File: src/rtl/fetch_sequencer.sv
// -----------------------------------------------------------------------------
// fetch_sequencer
//
// Owns the program counter and walks instruction memory one word at a time
// through a req/ack handshake. Each fetched word is handed to decode on a
// valid/ready port. Branch and jump redirects from later stages retarget the PC
// and cancel or drain whatever fetch is in progress.
//
// Handshake semantics (both ports):
//   - A transfer happens on a rising clk edge where the valid-side signal
//     (imem_req / inst_valid) and the response-side signal (imem_ack /
//     inst_ready) are both 1.
//   - Once raised, a valid-side signal and its payload (imem_addr /
//     inst_data, inst_pc) stay unchanged until the transfer. The two
//     exceptions are reset, which drops everything, and a redirect, which may
//     squash inst_valid.
//   - The response side may be high in the same cycle the valid side rises.
//
// Ports:
//   clk             clock, all logic on posedge
//   reset           synchronous, active-low reset
//   enable          1 = keep fetching; 0 = stop once in-flight work completes
//   imem_req        memory request valid (registered)
//   imem_addr       word-aligned fetch address (registered)
//   imem_ack        memory response valid
//   imem_rdata      instruction word, valid with imem_ack
//   redirect_valid  single-cycle redirect pulse
//   redirect_pc     redirect target, low two bits ignored
//   inst_valid      fetched word valid for decode (registered)
//   inst_data       fetched word (registered)
//   inst_pc         address of inst_data (registered)
//   inst_ready      decode accepts the word
//   state_dbg       current FSM state, for observation only
// -----------------------------------------------------------------------------
module fetch_sequencer #(
    parameter logic [31:0] RESET_PC = 32'h0000_0000,
    parameter int          ADDR_W   = 32,
    parameter int          DATA_W   = 32
) (
    input  logic              clk,
    input  logic              reset,
    input  logic              enable,
    output logic              imem_req,
    output logic [ADDR_W-1:0] imem_addr,
    input  logic              imem_ack,
    input  logic [DATA_W-1:0] imem_rdata,
    input  logic              redirect_valid,
    input  logic [ADDR_W-1:0] redirect_pc,
    output logic              inst_valid,
    output logic [DATA_W-1:0] inst_data,
    output logic [ADDR_W-1:0] inst_pc,
    input  logic              inst_ready,
    output logic [1:0]        state_dbg
);

    localparam logic [1:0] S_IDLE  = 2'd0;
    localparam logic [1:0] S_REQ   = 2'd1;
    localparam logic [1:0] S_HOLD  = 2'd2;
    localparam logic [1:0] S_DRAIN = 2'd3;

    localparam logic [ADDR_W-1:0] PC_INIT = RESET_PC[ADDR_W-1:0];

    logic [1:0]        state, state_n;
    logic [ADDR_W-1:0] pc, pc_n;
    logic              req_n;
    logic [ADDR_W-1:0] addr_n;
    logic              valid_n;
    logic [DATA_W-1:0] data_n;
    logic [ADDR_W-1:0] ipc_n;

    // finish: current work is complete; pick the next state from enable.
    // launch_pc: address the next request goes to if enable is high.
    logic              finish;
    logic [ADDR_W-1:0] launch_pc;
    logic [ADDR_W-1:0] target;

    assign target    = {redirect_pc[ADDR_W-1:2], 2'b00};
    assign state_dbg = state;

    always_comb begin
        state_n   = state;
        pc_n      = pc;
        req_n     = imem_req;
        addr_n    = imem_addr;
        valid_n   = inst_valid;
        data_n    = inst_data;
        ipc_n     = inst_pc;
        finish    = 1'b0;
        launch_pc = pc;

        case (state)
            S_IDLE: begin
                if (redirect_valid) begin
                    pc_n = target;
                end else if (enable) begin
                    state_n = S_REQ;
                    req_n   = 1'b1;
                    addr_n  = pc;
                end
            end

            S_REQ: begin
                if (redirect_valid) begin
                    pc_n = target;
                    if (imem_ack) begin
                        // Response arrived for the wrong path: drop it.
                        finish    = 1'b1;
                        launch_pc = target;
                    end else begin
                        // Request must still complete before a new one.
                        state_n = S_DRAIN;
                    end
                end else if (imem_ack) begin
                    valid_n = 1'b1;
                    data_n  = imem_rdata;
                    ipc_n   = pc;
                    pc_n    = pc + ADDR_W'(4);
                    req_n   = 1'b0;
                    state_n = S_HOLD;
                end
            end

            S_HOLD: begin
                if (redirect_valid) begin
                    // Squash; if inst_ready was also high the word has been
                    // taken and the redirect source discards it downstream.
                    valid_n   = 1'b0;
                    pc_n      = target;
                    finish    = 1'b1;
                    launch_pc = target;
                end else if (inst_ready) begin
                    valid_n = 1'b0;
                    finish  = 1'b1;
                end
            end

            S_DRAIN: begin
                if (imem_ack) begin
                    // Wrong-path data is discarded. A redirect arriving with
                    // the ack still updates the PC used for the next fetch.
                    launch_pc = redirect_valid ? target : pc;
                    pc_n      = launch_pc;
                    finish    = 1'b1;
                end else if (redirect_valid) begin
                    pc_n = target;
                end
            end

            default: begin
                state_n = S_IDLE;
                req_n   = 1'b0;
            end
        endcase

        if (finish) begin
            if (enable) begin
                state_n = S_REQ;
                req_n   = 1'b1;
                addr_n  = launch_pc;
            end else begin
                state_n = S_IDLE;
                req_n   = 1'b0;
            end
        end
    end

    always_ff @(posedge clk) begin
        if (!reset) begin
            state      <= S_IDLE;
            pc         <= PC_INIT;
            imem_req   <= 1'b0;
            imem_addr  <= PC_INIT;
            inst_valid <= 1'b0;
            inst_data  <= '0;
            inst_pc    <= '0;
        end else begin
            state      <= state_n;
            pc         <= pc_n;
            imem_req   <= req_n;
            imem_addr  <= addr_n;
            inst_valid <= valid_n;
            inst_data  <= data_n;
            inst_pc    <= ipc_n;
        end
    end

endmodule

File: config.mk
export PLATFORM = sky130hd
export DESIGN_NAME = fetch_sequencer
export DESIGN_NICKNAME = d
export VERILOG_FILES = /design/src/rtl/fetch_sequencer.sv
export SDC_FILE = /design/constraint.sdc
export NUM_CORES = 1
export LEC_CHECK = 0
export ABC_AREA = 1
export BUFFER_PORTS_ARGS = -buffer_cell sky130_fd_sc_hd__buf_2
export CORE_ASPECT_RATIO = 2
export CORE_UTILIZATION = 40
export CTS_CLUSTER_SIZE = 8
export DETAILED_ROUTE_END_ITERATION = 8
export MAX_ROUTING_LAYER = met4
export RECOVER_POWER = 50
export SETUP_SLACK_MARGIN = 0.4
export SYNTH_ARGS = -nofsm -noshare
export SYNTH_HDL_FRONTEND = slang
export SYNTH_SLANG_ARGS = --single-unit
File: constraint.sdc
create_clock -name clk -period 1.4 [get_ports clk]
set_input_delay 0.28 -clock clk [delete_from_list [all_inputs] [get_ports clk]]
set_output_delay 0.28 -clock clk [all_outputs]
set_load 0.02 [all_outputs]
==> flow_metrics.tcl, run 1 <==
set metrics [dict create \
    status "finished with violations" \
    failed_checks "setup timing" \
    antenna_found_initial 0 \
    row_count 68 \
    start_util 0.410 \
    r2r_cells 9 \
    post-dp-hpwl_um 21700 \
    drtIter0Drc 916 \
    worstSetupEndpointType "register" \
    grt_pass1_wl_um 45400 \
    max_cap_violations 0 \
    worstSetupPathType "register to register" \
    timing.rr.end "imem_addr[6]$_SDFF_PN0_" \
    leakage_nw 5.75 \
    final_cell_area_mm2 0.0130 \
    overflow 0 \
    synth_edf_count 0 \
    grt_max_degree 43 \
    min_from "imem_rdata[3]" \
    power.internal_mw 12.1 \
    seq_power_share 0.254 \
    cp_max_fo 10 \
    cts_sinks 132 \
    cpPeakStageDelay_ns 0.45 \
    cts_buffer_depth 2 \
    fmax_mhz 525 \
    ys_warn_count 0 \
    wl_met1_um 12100 \
    grt_pass1_vias 8577 \
    synth_top_family_by_area "simple AND/OR/NAND/NOR gates" \
    synth_cells 1095 \
    hold_depth 3 \
    wl_per_cell_um 23.2 \
    final_layout_size_suffix_gt1_frac 0.524 \
    seq_area_frac_synth 0.373 \
    n_fill_cell 1209 \
    hold_ws_ns 0.0438 \
    tightest_slew_ns 0.769 \
    vias 9991 \
    met2_length_um 18600 \
    cts_tree "done" \
    clkPwrFrac 0.243 \
    dpl_cell_area_mm2 0.00946 \
    p_total_mw 20.7 \
    setup_viol 130 \
    fin_crit_ns 1.90 \
    nNetsFinal 1535 \
    die_w_um 96.1 \
    critPathArrivalTime_ns 2.18 \
    r2r_setup_slack_ns -0.50 \
    die_h_um 190 \
    cpMaxStageDelayCell "a211oi_2" \
    area_growth_pct 83.2 \
    cts_made_buffers 17 \
    syn_area_mm2 0.00708 \
    ys_types 37 \
    multi_input_area_mm2 0.00487 \
    rsz0062_at_grt "yes" \
    clock_skew_ns 0.0136 \
    async_flop_share 0 \
    drc 0 \
    first_pass_iters 5 \
    synthMuxAreaShare 0 \
    synth_compound_area_frac 0.246 \
    cts_root_buf "clkbuf_16" \
    cts_max_level 4 \
    synthAdderAreaFrac 0.00177 \
    p_per_area_mw_per_mm2 1600 \
    cts.reportedPaths.clkPinSlew_ns 0.07 \
    dp_slack_ns -0.275 \
    grt_usage 0.348 \
    crit_chain "buf_12, nand2_8, inv_6, nand2_4, o21ai_4, nand2_4, buf_12, clkbuf_16, a211oi_2" \
    gp_congestion 0.970 \
    core_mm2 0.0173 \
    num_io_pins 170 \
    report.final.slew_viol_count 0 \
    peakVddDrop_mv 1.11 \
    ys_ff_latch 132 \
    p_comb_frac 0.503 \
    reg2reg_from "state_dbg[0]$_SDFFE_PN0P_" \
    top_layer_used "met4" \
    relSlewSlack 0.485 \
    synthSimpleGateAreaFrac 0.277 \
    avgSynthCellArea_um2 6.46 \
    finalHoldViolations 0 \
    syn_nets 1166 \
    wirelength_um 39200 \
    fin_crit_sh 1.36 \
    ys.flop_type "dfxtp_1" \
    switchingPower_mw 8.57 \
    die_area_mm2 0.0183 \
    synth_xor_area_frac 0 \
    start_kind "register" \
    worst_slack_ns -0.503 \
    insertion_delay_ns 0.44 \
    antenna_cells 0 \
    min_to "inst_data[3]$_SDFFE_PN0P_" \
    drtAntennaViolNets 0 \
    wl_met3_um 3860 \
    hold_class "input pin to register" \
    ctsHoldBuffers 0 \
    vias_per_cell 5.93 \
    port_buffers 167 \
    switching_share 0.414 \
    required_ns 1.68 \
    regArea_mm2 0.00273 \
]
metrics by stage:
| step | setup TNS [ns] | cells | util |
|---|---|---|---|
| after floorplan | 0 | 1095 | - |
| after global placement | -17.57 | 1576 | 0.548 |
| after detailed placement | -20.90 | 1576 | 0.548 |
| after CTS | -8.86 | 1621 | 0.622 |
| after global routing | -24.25 | 1686 | 0.751 |
| final | -17.93 | 1686 | 0.751 |
registers in the layout, indices dropped and copies added, names as in the netlist:
name / flops
inst_data: 32
state_dbg: 2
imem_addr: 32
pc: 32
imem_req: 1
inst_valid: 1
inst_pc: 32
power groups by stage:
stage / Sequential [mW] / Clock (mW) / Combinational (mW)
after floorplan: 5.49 / 0 / 3.25
after global placement: 5.04 / 0 / 6.80
after detailed placement: 5.04 / 0 / 6.84
after CTS: 5.03 / 4.94 / 7.59
after global routing: 5.29 / 5.16 / 10.8
final: 5.26 / 5.03 / 10.4
placed cells by master, fill, tap and decap left out, types with 7 or more instances in the layout:
| master | n |
|---|---|
| a211oi_2 | 15 |
| a21oi_1 | 71 |
| a21oi_2 | 39 |
| buf_12 | 20 |
| buf_2 | 90 |
| buf_4 | 182 |
| buf_6 | 91 |
| buf_8 | 10 |
| clkbuf_16 | 37 |
| dfxtp_1 | 73 |
| dfxtp_2 | 52 |
| dfxtp_4 | 7 |
| inv_1 | 86 |
| inv_6 | 7 |
| nand2_1 | 178 |
| nand2_2 | 18 |
| nand2_4 | 8 |
| nand3_1 | 54 |
| nand4_1 | 8 |
| nor2_1 | 112 |
| nor2_2 | 53 |
| nor2_4 | 25 |
| nor3_1 | 8 |
| o211ai_1 | 15 |
| o21ai_0 | 51 |
| o21ai_1 | 32 |
| o21ai_2 | 55 |
kinds of logic (layout without fill, tap and decap cells):
| group | count (synthesis) | after routing |
|---|---|---|
| AND/OR/NAND/NOR | 480 | 480 |
| AO/OA/AOI/OAI | 314 | 314 |
| buffers and inverters | 168 | 549 |
| flip-flops | 132 | 132 |
| adder cells (fa/ha/maj) | 1 | 1 |
Yosys cell counts (all sizes together), types with 8 or more instances:
| cell | n | area [um^2] |
|---|---|---|
| nor2 | 190 | 733 |
| nand4 | 8 | 50.1 |
| nand3 | 62 | 315 |
| dfxtp | 132 | 2640 |
| o211ai | 15 | 113 |
| o221ai | 12 | 105 |
| clkbuf | 28 | 105 |
| a211oi | 16 | 120 |
| o21ai | 144 | 724 |
| inv | 98 | 373 |
| nor3 | 12 | 65.1 |
| a21oi | 111 | 567 |
| buf | 42 | 239 |
| nand2 | 208 | 798 |
layout make-up:
type,count,share of cell area
sequential,132,0.211
clock buffer,18,0.0339
multi-input combinational,795,0.376
timing repair inverter,1,0.000869
tap,210,0.0203
clock inverter,13,0.0151
inverter,98,0.0319
timing repair buffer,419,0.311
per-layer routing:
metal / vias to the layer above / global-route usage
met4: 0 / 0.301
met1: 4595 / 0.330
met2: 679 / 0.591
met3: 312 / 0.0520
li1: 4405 / -
met5: - / -
repair_timing:
action,in CTS,in global routing
buffers inserted,10,36
setup endpoints to repair,230,230
gates resized for setup,168,481
cloned,4,29
pin swaps,27,84
how the worst max path moves through the flow:
stage / start / end / slack (ns) / cells after the start
after floorplan: state_dbg[0]$_SDFFE_PN0P_ / imem_addr[0]$_SDFF_PN0_ / 0.006 / 10
final: state_dbg[0]$_SDFFE_PN0P_ / imem_addr[6]$_SDFF_PN0_ / -0.50 / 9
after global placement: pc[12]$_SDFFE_PN0P_ / pc[15]$_SDFFE_PN0P_ / -0.25 / 8
after global routing: state_dbg[0]$_SDFFE_PN0P_ / imem_addr[6]$_SDFF_PN0_ / -0.51 / 9
after CTS: state_dbg[0]$_SDFFE_PN0P_ / inst_data[23]$_SDFFE_PN0P_ / -0.12 / 10
after detailed placement: redirect_valid / inst_pc[31]$_SDFFE_PN0P_ / -0.28 / 8
worst max-delay path, delay by kind of cell, from the launching register on:
family / cells / cell delay [ns]
compound gates: 2 / 0.54
simple gates: 3 / 0.22
flops: 1 / 0.41
buf+inv: 4 / 0.56
(Power assumes the default switching activity.)
==> run 2, diff against run 1 <==
Settings changed: PLACE_DENSITY from default to 0.68.
Clock period 1.4 ns to 2.1 ns, I/O delays scaled along.
==> run 2 against run 1 <==
The flow now finishes without violations; first-iteration DRC count is 41% lower; via count is 17% lower; global-route usage is 4.4 points lower; sequential power is 35% lower; largest cell class unchanged.
==> flow_metrics.tcl, run 2 (synthesis results as in run 1) <==
set metrics [dict create \
    status "finished clean" \
    die_area_mm2 0.0183 \
    setup_viol 0 \
    p_total_mw 10.1 \
    min_from "imem_rdata[5]" \
    final_common_cell "nand2_1" \
    wirelength_um 27300 \
    crit_family "buffers and inverters" \
    nNetsFinal 1327 \
    cts_buffer_depth 2 \
    cpPeakStageDelay_ns 0.38 \
    regArea_mm2 0.00266 \
    grt_usage 0.303 \
    start_kind "register" \
    vias 8311 \
    final_layout_size_suffix_gt1_frac 0.154 \
    tightest_slew_ns 0.574 \
    grt_pass1_vias 7870 \
    r2r_cells 8 \
    cts.reportedPaths.clkPinSlew_ns 0.07 \
    min_to "inst_data[5]$_SDFFE_PN0P_" \
    cts_max_level 4 \
    drtAntennaViolNets 0 \
    drc 0 \
    wl_per_cell_um 18.5 \
    row_count 68 \
    gp_congestion 0.982 \
    cpMaxStageDelayCell "dfxtp_4" \
    overflow 0 \
    worstSetupPathType "register to register" \
    area_growth_pct 26.8 \
    postLayoutCoreUtil 0.520 \
    insertion_delay_ns 0.43 \
    first_pass_iters 6 \
    relSlewSlack 0.617 \
    grt_max_degree 101 \
    finalHoldViolations 0 \
    cts_sinks 132 \
    antenna_cells 0 \
    crit_chain "inv_4, nand2_4, clkinvlp_4, clkbuf_1, a21oi_1, o22ai_1, nor2_1, a211oi_1" \
    fmax_mhz 578 \
    setup_tns_ns 0 \
    cts_tree "done" \
    fin_crit_sh 0.824 \
    final_cells 1479 \
    dpl_cell_area_mm2 0.00816 \
    start_util 0.410 \
    cts_made_buffers 17 \
    port_buffers 167 \
    die_h_um 190 \
    grt_pass1_wl_um 40300 \
    timing.rr.end "imem_addr[11]$_SDFF_PN0_" \
    die_w_um 96.1 \
    vias_per_cell 5.62 \
    report.final.slew_viol_count 0 \
    final_cell_mix "nand2_1, nor2_1, o21ai_0" \
    critical_path_buf_inv_count 3 \
    num_io_pins 170 \
    fin_crit_ns 1.73 \
    n_fill_cell 1741 \
    reg2reg_from "state_dbg[0]$_SDFFE_PN0P_" \
    hold_depth 3 \
    max_cap_violations 0 \
    critPathArrivalTime_ns 2.07 \
    worstSetupEndpointType "register" \
    final_cell_area_mm2 0.00897 \
    rsz0062_at_grt "yes" \
    path_depth 8 \
    post-dp-hpwl_um 18800 \
    hold_class "input pin to register" \
    antenna_found_initial 0 \
    drtIter0Drc 545 \
    clock_skew_ns 0.0122 \
    hold_ws_ns 0.210 \
    multi_input_area_mm2 0.00390 \
    peakVddDrop_mv 0.686 \
    worst_slack_ns 0.370 \
    r2r_setup_slack_ns 0.37 \
    cp_max_fo 8 \
    dp_slack_ns 0.216 \
    cts_root_buf "clkbuf_16" \
    p_per_area_mw_per_mm2 1120 \
    leakage_nw 3.74 \
    required_ns 2.44 \
    dp.cells 1433 \
    core_mm2 0.0173 \
]
[run 2: metal layers]
metal / global-route usage / vias to the layer above / wire, um
li1: - / 3972 / -
met1: 0.287 / 3791 / 9330
met2: 0.506 / 397 / 13700
met3: 0.0536 / 151 / 1550
met4: 0.273 / 0 / 2730
met5: - / - / 0
[run 2: where the power goes]
| part | internal, mW | switching [mW] | total (mW) |
|---|---|---|---|
| Combinational | 1.22 | 2.56 | 3.78 |
| Clock | 1.57 | 1.34 | 2.91 |
| Sequential | 2.97 | 0.430 | 3.40 |
[run 2: worst max-delay path by stage]
stage	startpoint	end	slack, ns
2_1_floorplan	state_dbg[0]$_SDFFE_PN0P_	imem_req$_SDFFE_PN0P_	0.49
3_3_place_gp	redirect_valid	inst_data[13]$_SDFFE_PN0P_	0.25
3_5_place_dp	redirect_valid	inst_pc[11]$_SDFFE_PN0P_	0.22
4_1_cts	state_dbg[0]$_SDFFE_PN0P_	imem_addr[22]$_SDFF_PN0_	0.36
5_1_grt	state_dbg[1]$_SDFFE_PN0P_	pc[20]$_SDFFE_PN0P_	0.24
6_report	state_dbg[0]$_SDFFE_PN0P_	imem_addr[11]$_SDFF_PN0_	0.37
[run 2: final cells by class]
class,count,share of cell area
Timing Repair Buffer,211,0.133
Multi-Input combinational cell,796,0.434
Clock buffer,17,0.0474
Sequential cell,132,0.296
Tap cell,210,0.0293
Clock inverter,15,0.0156
Inverter,98,0.0434
[run 2: timing repair]
action,CTS,global route
setup buffers,2,8
pin swaps,4,10
hold endpoints to repair,0,0
cloned,1,3
hold buffers,0,0
endpoints found under the setup margin,91,105
gates resized for setup,13,50
[run 2: worst min-delay path, stage by stage]
cell,delay [ns]
buf_2,0.08
nor2_1,0.03
nor2_1,0.08
==> run 3, diff against run 2 <==
Clock period 2.1 ns to 1.6 ns, I/O delays scaled along.
==> run 3 against run 2 <==
The run now ends with setup timing left; cell area up 34%; combinational power up 110%; clock-buffer cell count up 3; critical path type unchanged; global-route usage up 4.0 points; clock skew down 0.0034 ns; die area unchanged.
==> flow_metrics.tcl, run 3 (synthesis results as in run 1) <==
set metrics [dict create \
    core_mm2 0.0173 \
    row_count 68 \
    vias 9933 \
    drtAntennaViolNets 0 \
    grt_pass1_vias 8530 \
    grt_max_degree 50 \
    clkPwrFrac 0.262 \
    grt_usage 0.343 \
    worstSetupEndpointType "register" \
    vias_per_cell 6.11 \
    timing.rr.end "inst_pc[2]$_SDFFE_PN0P_" \
    cts.reportedPaths.clkPinSlew_ns 0.06 \
    setup_viol 54 \
    rsz0062_at_grt "yes" \
    antenna_found_initial 1 \
    cts_tree "done" \
    p_comb_frac 0.464 \
    final_cell_mix "nand2_1, nor2_1, buf_4" \
    relSlewSlack 0.423 \
    port_buffers 167 \
    insertion_delay_ns 0.45 \
    switching_share 0.408 \
    die_h_um 190 \
    drtIter0Drc 1078 \
    worstSetupPathType "register to register" \
    max_cap_violations 0 \
    cts_root_buf "clkbuf_16" \
    ctsHoldBuffers 0 \
    hold_ws_ns 0.0997 \
    num_io_pins 170 \
    r2r_cells 10 \
    fin_crit_ns 2.11 \
    dp.cells 1529 \
    min_from "imem_rdata[12]" \
    seq_power_share 0.273 \
    die_w_um 96.1 \
    r2r_setup_slack_ns -0.51 \
    final_cells 1625 \
    peakVddDrop_mv 1.11 \
    leakage_nw 5.37 \
    first_pass_iters 9 \
    cp_max_fo 11 \
    critPathArrivalTime_ns 2.39 \
    report.final.slew_viol_count 0 \
    tightest_slew_ns 0.857 \
    hold_depth 3 \
    clock_skew_ns 0.00872 \
    finalHoldViolations 0 \
    fin_crit_sh 1.32 \
    cts_max_level 4 \
    switchingPower_mw 6.92 \
    grt_pass1_wl_um 44800 \
    cts_buffer_depth 2 \
    drc 0 \
    min_to "inst_data[12]$_SDFFE_PN0P_" \
    overflow 0 \
    nNetsFinal 1472 \
    p_per_area_mw_per_mm2 1410 \
    reg2reg_from "state_dbg[0]$_SDFFE_PN0P_" \
    crit_chain "buf_6, buf_12, nand2_8, inv_8, nand2_4, nor2_4, buf_12, buf_12, o21ai_0, a21oi_2" \
    final_common_cell "nand2_1" \
    status "finished with violations" \
    die_area_mm2 0.0183 \
    critPathMostFrequentCell "buf_12" \
    setup_tns_ns -2.68 \
    gp_congestion 0.982 \
    wirelength_um 37300 \
    wl_per_cell_um 22.9 \
    dp_slack_ns -0.110 \
    cts_made_buffers 17 \
    area_growth_pct 70.2 \
    cpMaxStageDelayCell "o21ai_0" \
    cpPeakStageDelay_ns 0.67 \
    failed_checks "setup timing" \
    start_kind "register" \
    fmax_mhz 474 \
    final_layout_size_suffix_gt1_frac 0.444 \
    hold_class "input pin to register" \
    required_ns 1.88 \
    worst_slack_ns -0.512 \
    power.internal_mw 10.0 \
    cts_sinks 132 \
    start_util 0.410 \
    post-dp-hpwl_um 20900 \
    p_total_mw 17.0 \
]
run 3: worst max-delay path by stage:
| stage | startpoint | to | slack, ns | cells after the start |
|---|---|---|---|---|
| floorplan | state_dbg[0]$_SDFFE_PN0P_ | imem_addr[0]$_SDFF_PN0_ | 0.21 | 10 |
| CTS | state_dbg[0]$_SDFFE_PN0P_ | imem_addr[0]$_SDFF_PN0_ | 0.009 | 10 |
| finish | state_dbg[0]$_SDFFE_PN0P_ | inst_pc[2]$_SDFFE_PN0P_ | -0.51 | 10 |
| global placement | redirect_valid | pc[8]$_SDFFE_PN0P_ | -0.08 | 9 |
| global route | state_dbg[0]$_SDFFE_PN0P_ | inst_pc[2]$_SDFFE_PN0P_ | -0.54 | 10 |
| detailed placement | redirect_valid | inst_data[29]$_SDFFE_PN0P_ | -0.11 | 9 |
run 3: worst max-delay path, delay by kind of cell, from the launching register on:
| kind | cells | cell delay (ns) |
|---|---|---|
| flops | 1 | 0.38 |
| simple gates | 3 | 0.19 |
| compound gates | 2 | 0.76 |
| buf+inv | 5 | 0.59 |
run 3: layout make-up:
class	instances	area, um^2
clock buffers	20	468
repair buffers	356	3460
fillers	1222	5230
flip-flops and latches	132	2760
well taps	210	263
diodes	1	2.50
inverters	98	414
multi-input cells	796	4490
clock inverters	12	190
run 3: repair_timing:
| action | CTS | global route |
|---|---|---|
| endpoints found under the setup margin | 230 | 230 |
| gates resized for setup | 72 | 444 |
| gates cloned | 6 | 20 |
| buffers inserted | 12 | 25 |
| pin swaps | 10 | 45 |
run 3: metrics by stage:
step / cell area [um^2] / utilization
finish: 12000 / 0.697
global route: 12000 / 0.697
floorplan: 7340 / -
global placement: 9030 / 0.523
CTS: 10200 / 0.592
detailed placement: 9030 / 0.523
run 3: power by group through the flow:
stage	logic [mW]	clock network, mW	registers [mW]
6_report	7.88	4.45	4.64
5_1_grt	8.28	4.62	4.67
4_1_cts	5.89	4.40	4.40
3_5_place_dp	5.41	0	4.45
3_3_place_gp	5.35	0	4.44
2_1_floorplan	2.85	0	4.81
run 3: layer usage:
metal / track usage / wire [um] / share of wire / up-vias
met5: - / 0 / 0 / -
met4: 0.327 / 4590 / 0.12 / 0
met3: 0.0831 / 3970 / 0.11 / 348
met2: 0.554 / 17500 / 0.47 / 767
met1: 0.320 / 11200 / 0.30 / 4550
li1: - / - / - / 4268
